--- src/rtl/led_axi_burst_slave_if.sv ---
// AXI4 (INCR-only) bus bundle between the LED peripheral's master/VIP and the burst slave.
interface led_axi_burst_slave_if #(
  parameter int ADDR_W = 5,
  parameter int DATA_W = 32
) ();
  logic [ADDR_W-1:0]   awaddr;
  logic [7:0]          awlen;
  logic                awvalid;
  logic                awready;
  logic [DATA_W-1:0]   wdata;
  logic [DATA_W/8-1:0] wstrb;
  logic                wlast;
  logic                wvalid;
  logic                wready;
  logic [1:0]          bresp;
  logic                bvalid;
  logic                bready;
  logic [ADDR_W-1:0]   araddr;
  logic [7:0]          arlen;
  logic                arvalid;
  logic                arready;
  logic [DATA_W-1:0]   rdata;
  logic [1:0]          rresp;
  logic                rlast;
  logic                rvalid;
  logic                rready;

  modport slave (
    input  awaddr, awlen, awvalid, wdata, wstrb, wlast, wvalid, bready,
    input  araddr, arlen, arvalid, rready,
    output awready, wready, bresp, bvalid, arready, rdata, rresp, rlast, rvalid
  );

  modport master (
    output awaddr, awlen, awvalid, wdata, wstrb, wlast, wvalid, bready,
    output araddr, arlen, arvalid, rready,
    input  awready, wready, bresp, bvalid, arready, rdata, rresp, rlast, rvalid
  );
endinterface

--- src/rtl/led_axi_burst_slave.sv ---
// AXI4 INCR burst slave: 8 x 32-bit register file, reg0 drives the LEDs.
// Optional `LED_BLINK_EN: reg1[0] enables a BLINK_DIV-cycle blink gate on the LEDs.
module led_axi_burst_slave #(
  parameter int C_S_AXI_DATA_WIDTH = 32,
  parameter int C_S_AXI_ADDR_WIDTH = 5,
  parameter int NUM_LEDS           = 4,
  parameter int BLINK_DIV          = 25000000
) (
  input  logic                    ACLK,
  input  logic                    ARESETN,
  led_axi_burst_slave_if.slave    s_axi,
  output logic [NUM_LEDS-1:0]     LED
);
  localparam logic [1:0] W_IDLE = 2'd0;
  localparam logic [1:0] W_DATA = 2'd1;
  localparam logic [1:0] W_RESP = 2'd2;
  localparam logic [0:0] R_IDLE = 1'b0;
  localparam logic [0:0] R_DATA = 1'b1;

  logic [C_S_AXI_DATA_WIDTH-1:0] regs [8];

  logic [1:0] w_state;
  logic [2:0] w_idx;
  logic [7:0] w_len, w_cnt;
  logic       awready, wready, bvalid;
  logic [1:0] bresp;

  logic [0:0] r_state;
  logic [2:0] r_idx;
  logic [7:0] r_len, r_cnt;
  logic       arready, rvalid, rlast;
  logic [C_S_AXI_DATA_WIDTH-1:0] rdata;

  // Byte-offset address bits carry no meaning with an implied 4-byte transfer size.
  logic unused_addr_lsbs;
  assign unused_addr_lsbs = ^{s_axi.awaddr[1:0], s_axi.araddr[1:0]};

  assign s_axi.awready = awready;
  assign s_axi.wready  = wready;
  assign s_axi.bvalid  = bvalid;
  assign s_axi.bresp   = bresp;
  assign s_axi.arready = arready;
  assign s_axi.rvalid  = rvalid;
  assign s_axi.rlast   = rlast;
  assign s_axi.rdata   = rdata;
  assign s_axi.rresp   = 2'b00;

  always_ff @(posedge ACLK or negedge ARESETN) begin
    if (!ARESETN) begin
      w_state <= W_IDLE;
      awready <= 1'b0;
      wready  <= 1'b0;
      bvalid  <= 1'b0;
      bresp   <= 2'b00;
      w_idx   <= '0;
      w_len   <= '0;
      w_cnt   <= '0;
      for (int i = 0; i < 8; i++) regs[i] <= '0;
    end else begin
      case (w_state)
        W_IDLE: begin
          if (awready) begin
            if (s_axi.awvalid) begin
              awready <= 1'b0;
              w_idx   <= s_axi.awaddr[4:2];
              w_len   <= s_axi.awlen;
              w_cnt   <= '0;
              wready  <= 1'b1;
              w_state <= W_DATA;
            end
          end else if (s_axi.awvalid) begin
            awready <= 1'b1;
          end
        end
        W_DATA: begin
          if (s_axi.wvalid && wready) begin
            for (int b = 0; b < C_S_AXI_DATA_WIDTH/8; b++)
              if (s_axi.wstrb[b]) regs[w_idx][8*b +: 8] <= s_axi.wdata[8*b +: 8];
            w_idx <= w_idx + 3'd1;
            w_cnt <= w_cnt + 8'd1;
            // Burst ends on WLAST or on the final counted beat; disagreement between them is SLVERR.
            if (s_axi.wlast || (w_cnt == w_len)) begin
              wready  <= 1'b0;
              bvalid  <= 1'b1;
              bresp   <= (s_axi.wlast != (w_cnt == w_len)) ? 2'b10 : 2'b00;
              w_state <= W_RESP;
            end
          end
        end
        W_RESP: begin
          if (s_axi.bready) begin
            bvalid  <= 1'b0;
            w_state <= W_IDLE;
          end
        end
        default: w_state <= W_IDLE;
      endcase
    end
  end

  always_ff @(posedge ACLK or negedge ARESETN) begin
    if (!ARESETN) begin
      r_state <= R_IDLE;
      arready <= 1'b0;
      rvalid  <= 1'b0;
      rlast   <= 1'b0;
      rdata   <= '0;
      r_idx   <= '0;
      r_len   <= '0;
      r_cnt   <= '0;
    end else begin
      case (r_state)
        R_IDLE: begin
          if (arready) begin
            if (s_axi.arvalid) begin
              arready <= 1'b0;
              r_idx   <= s_axi.araddr[4:2];
              r_len   <= s_axi.arlen;
              r_cnt   <= '0;
              rvalid  <= 1'b1;
              rdata   <= regs[s_axi.araddr[4:2]];
              rlast   <= (s_axi.arlen == 8'd0);
              r_state <= R_DATA;
            end
          end else if (s_axi.arvalid) begin
            arready <= 1'b1;
          end
        end
        R_DATA: begin
          // rdata is captured per beat, so it stays frozen while the master stalls.
          if (s_axi.rready) begin
            if (rlast) begin
              rvalid  <= 1'b0;
              rlast   <= 1'b0;
              r_state <= R_IDLE;
            end else begin
              r_idx <= r_idx + 3'd1;
              r_cnt <= r_cnt + 8'd1;
              rdata <= regs[r_idx + 3'd1];
              rlast <= ((r_cnt + 8'd1) == r_len);
            end
          end
        end
        default: r_state <= R_IDLE;
      endcase
    end
  end

`ifdef LED_BLINK_EN
  logic [31:0] presc;
  logic        phase;

  always_ff @(posedge ACLK or negedge ARESETN) begin
    if (!ARESETN) begin
      presc <= '0;
      phase <= 1'b0;
    end else if (presc == 32'(BLINK_DIV - 1)) begin
      presc <= '0;
      phase <= ~phase;
    end else begin
      presc <= presc + 32'd1;
    end
  end

  always_ff @(posedge ACLK or negedge ARESETN) begin
    if (!ARESETN) LED <= '0;
    else          LED <= regs[0][NUM_LEDS-1:0] & {NUM_LEDS{phase | ~regs[1][0]}};
  end
`else
  always_ff @(posedge ACLK or negedge ARESETN) begin
    if (!ARESETN) LED <= '0;
    else          LED <= regs[0][NUM_LEDS-1:0];
  end
`endif
endmodule

--- src/flat_wrapper.sv ---
// flat-port wrapper written by rule: the top's interface ports become plain ports
module led_axi_burst_slave_flat 
#(
  parameter int C_S_AXI_DATA_WIDTH = 32,
  parameter int C_S_AXI_ADDR_WIDTH = 5,
  parameter int NUM_LEDS           = 4,
  parameter int BLINK_DIV          = 25000000
)
  (ACLK, ARESETN, LED, s_axi_awaddr, s_axi_awlen, s_axi_awvalid, s_axi_wdata, s_axi_wstrb, s_axi_wlast, s_axi_wvalid, s_axi_bready, s_axi_araddr, s_axi_arlen, s_axi_arvalid, s_axi_rready, s_axi_awready, s_axi_wready, s_axi_bresp, s_axi_bvalid, s_axi_arready, s_axi_rdata, s_axi_rresp, s_axi_rlast, s_axi_rvalid);
  led_axi_burst_slave_if s_axi_i ();
  input  logic ACLK;
  input  logic ARESETN;
  output logic [NUM_LEDS-1:0] LED;
  input wire logic [$bits(s_axi_i.awaddr)-1:0] s_axi_awaddr;
  input wire logic [$bits(s_axi_i.awlen)-1:0] s_axi_awlen;
  input wire logic [$bits(s_axi_i.awvalid)-1:0] s_axi_awvalid;
  input wire logic [$bits(s_axi_i.wdata)-1:0] s_axi_wdata;
  input wire logic [$bits(s_axi_i.wstrb)-1:0] s_axi_wstrb;
  input wire logic [$bits(s_axi_i.wlast)-1:0] s_axi_wlast;
  input wire logic [$bits(s_axi_i.wvalid)-1:0] s_axi_wvalid;
  input wire logic [$bits(s_axi_i.bready)-1:0] s_axi_bready;
  input wire logic [$bits(s_axi_i.araddr)-1:0] s_axi_araddr;
  input wire logic [$bits(s_axi_i.arlen)-1:0] s_axi_arlen;
  input wire logic [$bits(s_axi_i.arvalid)-1:0] s_axi_arvalid;
  input wire logic [$bits(s_axi_i.rready)-1:0] s_axi_rready;
  output wire logic [$bits(s_axi_i.awready)-1:0] s_axi_awready;
  output wire logic [$bits(s_axi_i.wready)-1:0] s_axi_wready;
  output wire logic [$bits(s_axi_i.bresp)-1:0] s_axi_bresp;
  output wire logic [$bits(s_axi_i.bvalid)-1:0] s_axi_bvalid;
  output wire logic [$bits(s_axi_i.arready)-1:0] s_axi_arready;
  output wire logic [$bits(s_axi_i.rdata)-1:0] s_axi_rdata;
  output wire logic [$bits(s_axi_i.rresp)-1:0] s_axi_rresp;
  output wire logic [$bits(s_axi_i.rlast)-1:0] s_axi_rlast;
  output wire logic [$bits(s_axi_i.rvalid)-1:0] s_axi_rvalid;
  assign s_axi_i.awaddr = s_axi_awaddr;
  assign s_axi_i.awlen = s_axi_awlen;
  assign s_axi_i.awvalid = s_axi_awvalid;
  assign s_axi_i.wdata = s_axi_wdata;
  assign s_axi_i.wstrb = s_axi_wstrb;
  assign s_axi_i.wlast = s_axi_wlast;
  assign s_axi_i.wvalid = s_axi_wvalid;
  assign s_axi_i.bready = s_axi_bready;
  assign s_axi_i.araddr = s_axi_araddr;
  assign s_axi_i.arlen = s_axi_arlen;
  assign s_axi_i.arvalid = s_axi_arvalid;
  assign s_axi_i.rready = s_axi_rready;
  assign s_axi_awready = s_axi_i.awready;
  assign s_axi_wready = s_axi_i.wready;
  assign s_axi_bresp = s_axi_i.bresp;
  assign s_axi_bvalid = s_axi_i.bvalid;
  assign s_axi_arready = s_axi_i.arready;
  assign s_axi_rdata = s_axi_i.rdata;
  assign s_axi_rresp = s_axi_i.rresp;
  assign s_axi_rlast = s_axi_i.rlast;
  assign s_axi_rvalid = s_axi_i.rvalid;
  led_axi_burst_slave #(.C_S_AXI_DATA_WIDTH(C_S_AXI_DATA_WIDTH), .C_S_AXI_ADDR_WIDTH(C_S_AXI_ADDR_WIDTH), .NUM_LEDS(NUM_LEDS), .BLINK_DIV(BLINK_DIV)) u_core (.ACLK(ACLK), .ARESETN(ARESETN), .s_axi(s_axi_i), .LED(LED));
endmodule
--- config.mk ---
export PLATFORM = sky130hd
export DESIGN_NAME = led_axi_burst_slave_flat
export DESIGN_NICKNAME = d
export VERILOG_FILES = /design/src/rtl/led_axi_burst_slave_if.sv /design/src/rtl/led_axi_burst_slave.sv /design/src/flat_wrapper.sv
export SDC_FILE = /design/constraint.sdc
export NUM_CORES = 1
export LEC_CHECK = 0
export BUFFER_PORTS_ARGS = -buffer_cell sky130_fd_sc_hd__buf_2
export CORE_UTILIZATION = 25
export DETAILED_ROUTE_END_ITERATION = 16
export PLACE_DENSITY = 0.36
export SLEW_MARGIN = 0
export SYNTH_ARGS = -nofsm -noshare
export SYNTH_HDL_FRONTEND = slang
export SYNTH_SLANG_ARGS = --single-unit
--- constraint.sdc ---
create_clock -name ACLK -period 2.7 [get_ports ACLK]
set_input_delay 0 -clock ACLK [delete_from_list [all_inputs] [get_ports ACLK]]
set_output_delay 0 -clock ACLK [all_outputs]
set_load 0.03 [all_outputs]
==> run metrics <==
worst-path cell chain=nor3b_1 -> nand2_1 -> mux2_2; DIE WIDTH=263.5 microns; CTS buffer count=45; Worst-Skew Late Latency=0.58 ns; post-synth top area cell=dfrtp_1; Worst-Margin Slew=0.9245 ns; clock period minus worst slack=2.429 ns; ANT cells=0; class of the worst hold path=in -> async; die height=263.5 microns; Netlist cell types=51; Startpoint Class=register; FF+latch count, synth=340; Slew HR=0.3823; initial antenna violation count=1; 1st-iter DRT viols=705; Final Hold Viols=0; WS Path Type=reg -> reg; CTS clk-pin slew, worst paths=0.06 ns; Fin Clk Skew=0.02077 ns; CTS tree=yes; synthesized area=17090 sq um; clk root buf=clkbuf_16; multi-input logic area=8239 sq um; core area=67400 sq um; DR WL/cell=22.54 microns; CTS Buffer Depth=3; vias in the first global route=11840; async set or reset register ratio after synthesis=1.000; Post-Synthesis Cells=1156; Crit Path Max Fanout=11; Layout area overhead=23.90%; Post-Route WL=51320 microns; Register Area=8512 sq um; Synth area leaders=dfrtp_1, mux2_2, mux4_2, a222oi_1, a21oi_1; PortBufs=108; RePlAce Congestion=0.6992; Synth Area per Inst=14.78 sq um; post-synth top area share=0.4979; setup tns final=0 ns; Via Count=11170; WP data arrival=2.88 ns; layout cells sized above 1=0.4822; Tot GR Track Use=0.1518; leakage=0.009599 uW; commonest non-fill, non-tap cells in the layout=dfrtp_1, mux2_2, mux4_2, buf_2, buf_4; Worst R2R Path Depth=3; critical path's slowest cell=nor3b_1; starting density of the core=0.2536; Levels on crit path=3; post-CTS sizing=0; status=complete, no violations; max cap viols=0; total gr overflow=0; die footprint=69410 sq um; CTS H-Tree Depth=2; row count=95; maximum vdd ir drop=550.2 uV; DRT Pass-1 Iters=6; commonest non-fill, non-tap cell in the layout=dfrtp_1; Seq/Total Area, Yosys=0.4979; Req. time, crit path=3.15 ns; EDFF count, synth=0; # hold bufs at CTS=60; Final WS setup=0.2712 ns; pwr dens=1061 nW/um^2; max-slew violations=0; pre-CTS worst setup slack=0.1564 ns; Post-DRT Antenna Nets=0; post-CTS setup buffer count=0; largest net degree at the start of global routing=88; Final period util=0.8995; YS warnings=0; Final Power=22460 uW; Synth Flop Type=dfrtp_1; final net count=1451; first-pass GRT wire length=79200 microns; WP buf/inv=0; DR DRC count=0; Clock Sinks=340; unrepaired setup endpoints after global routing=no; routed vias/inst=4.906; setup violators final=0; largest stage delay on the critical path=0.79 ns; fmax=0.4117 GHz; fillcell total=6669; Crit. End Element=register; IO Pins=116; DP HPWL=32710 microns; CP delay by family, top=simple AND/OR/NAND/NOR gates
final timing paths:
check / startpoint / slack, ns / end
setup / recovery: u_core.w_idx[0]$_DFFE_PN0P_ / 0.27 / u_core.regs[195]$_DFFE_PN0P_
hold / removal: ARESETN / 0.06 / u_core.r_len[7]$_DFFE_PN0P_
min in group ACLK: s_axi_araddr[2] / 0.14 / u_core.r_idx[0]$_DFFE_PN0P_
setup reg to reg: u_core.w_idx[0]$_DFFE_PN0P_ / 0.27 / u_core.regs[195]$_DFFE_PN0P_
max in group asynchronous: ARESETN / 1.77 / u_core.w_len[5]$_DFFE_PN0P_
hold reg to reg: u_core.regs[227]$_DFFE_PN0P_ / 0.41 / u_core.LED[3]$_DFF_PN0_
power by group:
part	switching (uW)	internal (uW)
Sequential	1220	6720
Clock	2310	3500
Combinational	4460	4250
sequential cells by signal, indices dropped and copies added, names as in the netlist, 2 cells and up:
| name | count |
|---|---|
| u_core.LED | 4 |
| u_core.r_cnt | 8 |
| u_core.r_idx | 3 |
| u_core.r_len | 8 |
| u_core.regs | 256 |
| u_core.s_axi.rdata | 32 |
| u_core.w_cnt | 8 |
| u_core.w_idx | 3 |
| u_core.w_len | 8 |
| u_core.w_state | 2 |
synth_stat cells, types with 3 or more instances:
cell / instances
inv_1: 6
mux4_2: 121
a22oi_1: 6
o31ai_1: 6
o21ai_0: 18
nand3b_1: 4
nand3_1: 5
xor2_1: 13
buf_2: 17
ha_1: 6
and3_1: 3
a222oi_1: 29
buf_4: 3
a21oi_1: 43
mux2i_1: 3
xnor2_1: 9
nor3_1: 5
dfrtp_1: 340
nor4_1: 4
a31oi_1: 7
and4_1: 3
nand2b_1: 5
nor3b_1: 5
mux2_1: 3
nor2_1: 45
buf_12: 3
and2_1: 6
nor2b_1: 4
clkbuf_1: 42
mux4_1: 7
buf_1: 6
mux2_2: 300
nand2_1: 55
kinds of logic after synthesis:
family / after synthesis / synth area share
buffers and inverters: 79 / 0.02299
XOR/XNOR: 22 / 0.01128
AO/OA/AOI/OAI: 121 / 0.04884
adder cells (fa/ha/maj): 6 / 0.004393
flip-flops: 340 / 0.4979
AND/OR/NAND/NOR: 153 / 0.04276
other: 1 / 0.0002194
multiplexers: 434 / 0.3717
final cells by class:
cell class                 count  share of cell area
sequential                   340              0.4020
multi-input combinational    739              0.3891
timing repair buffer         243             0.08947
clock buffer                  69             0.06370
tap                          873             0.05159
clock inverter                 7            0.003014
inverter                       6            0.001064
per-stage QoR:
step | hold WS (ns) | utilization | instances | instance area [sq um]
2_1_floorplan | -0.2956 | - | 1158 | 17100
5_1_grt | 0.09803 | 0.3142 | 2277 | 21170
6_report | 0.05797 | 0.3142 | 2277 | 21170
4_1_cts | 0.07202 | 0.3142 | 2277 | 21170
3_5_place_dp | 0.1047 | 0.2843 | 2141 | 19160
3_3_place_gp | 0.1030 | 0.2843 | 2141 | 19160
routing by layer:
metal | vias up | GRT usage | part of all wire
li1 | 4935 | - | -
met1 | 5904 | 0.2106 | 0.46
met2 | 244 | 0.2397 | 0.46
met3 | 86 | 0.02815 | 0.045
met4 | 2 | 0.04552 | 0.026
met5 | - | 0 | 0.00031
Power figures use the tool's default switching activity.
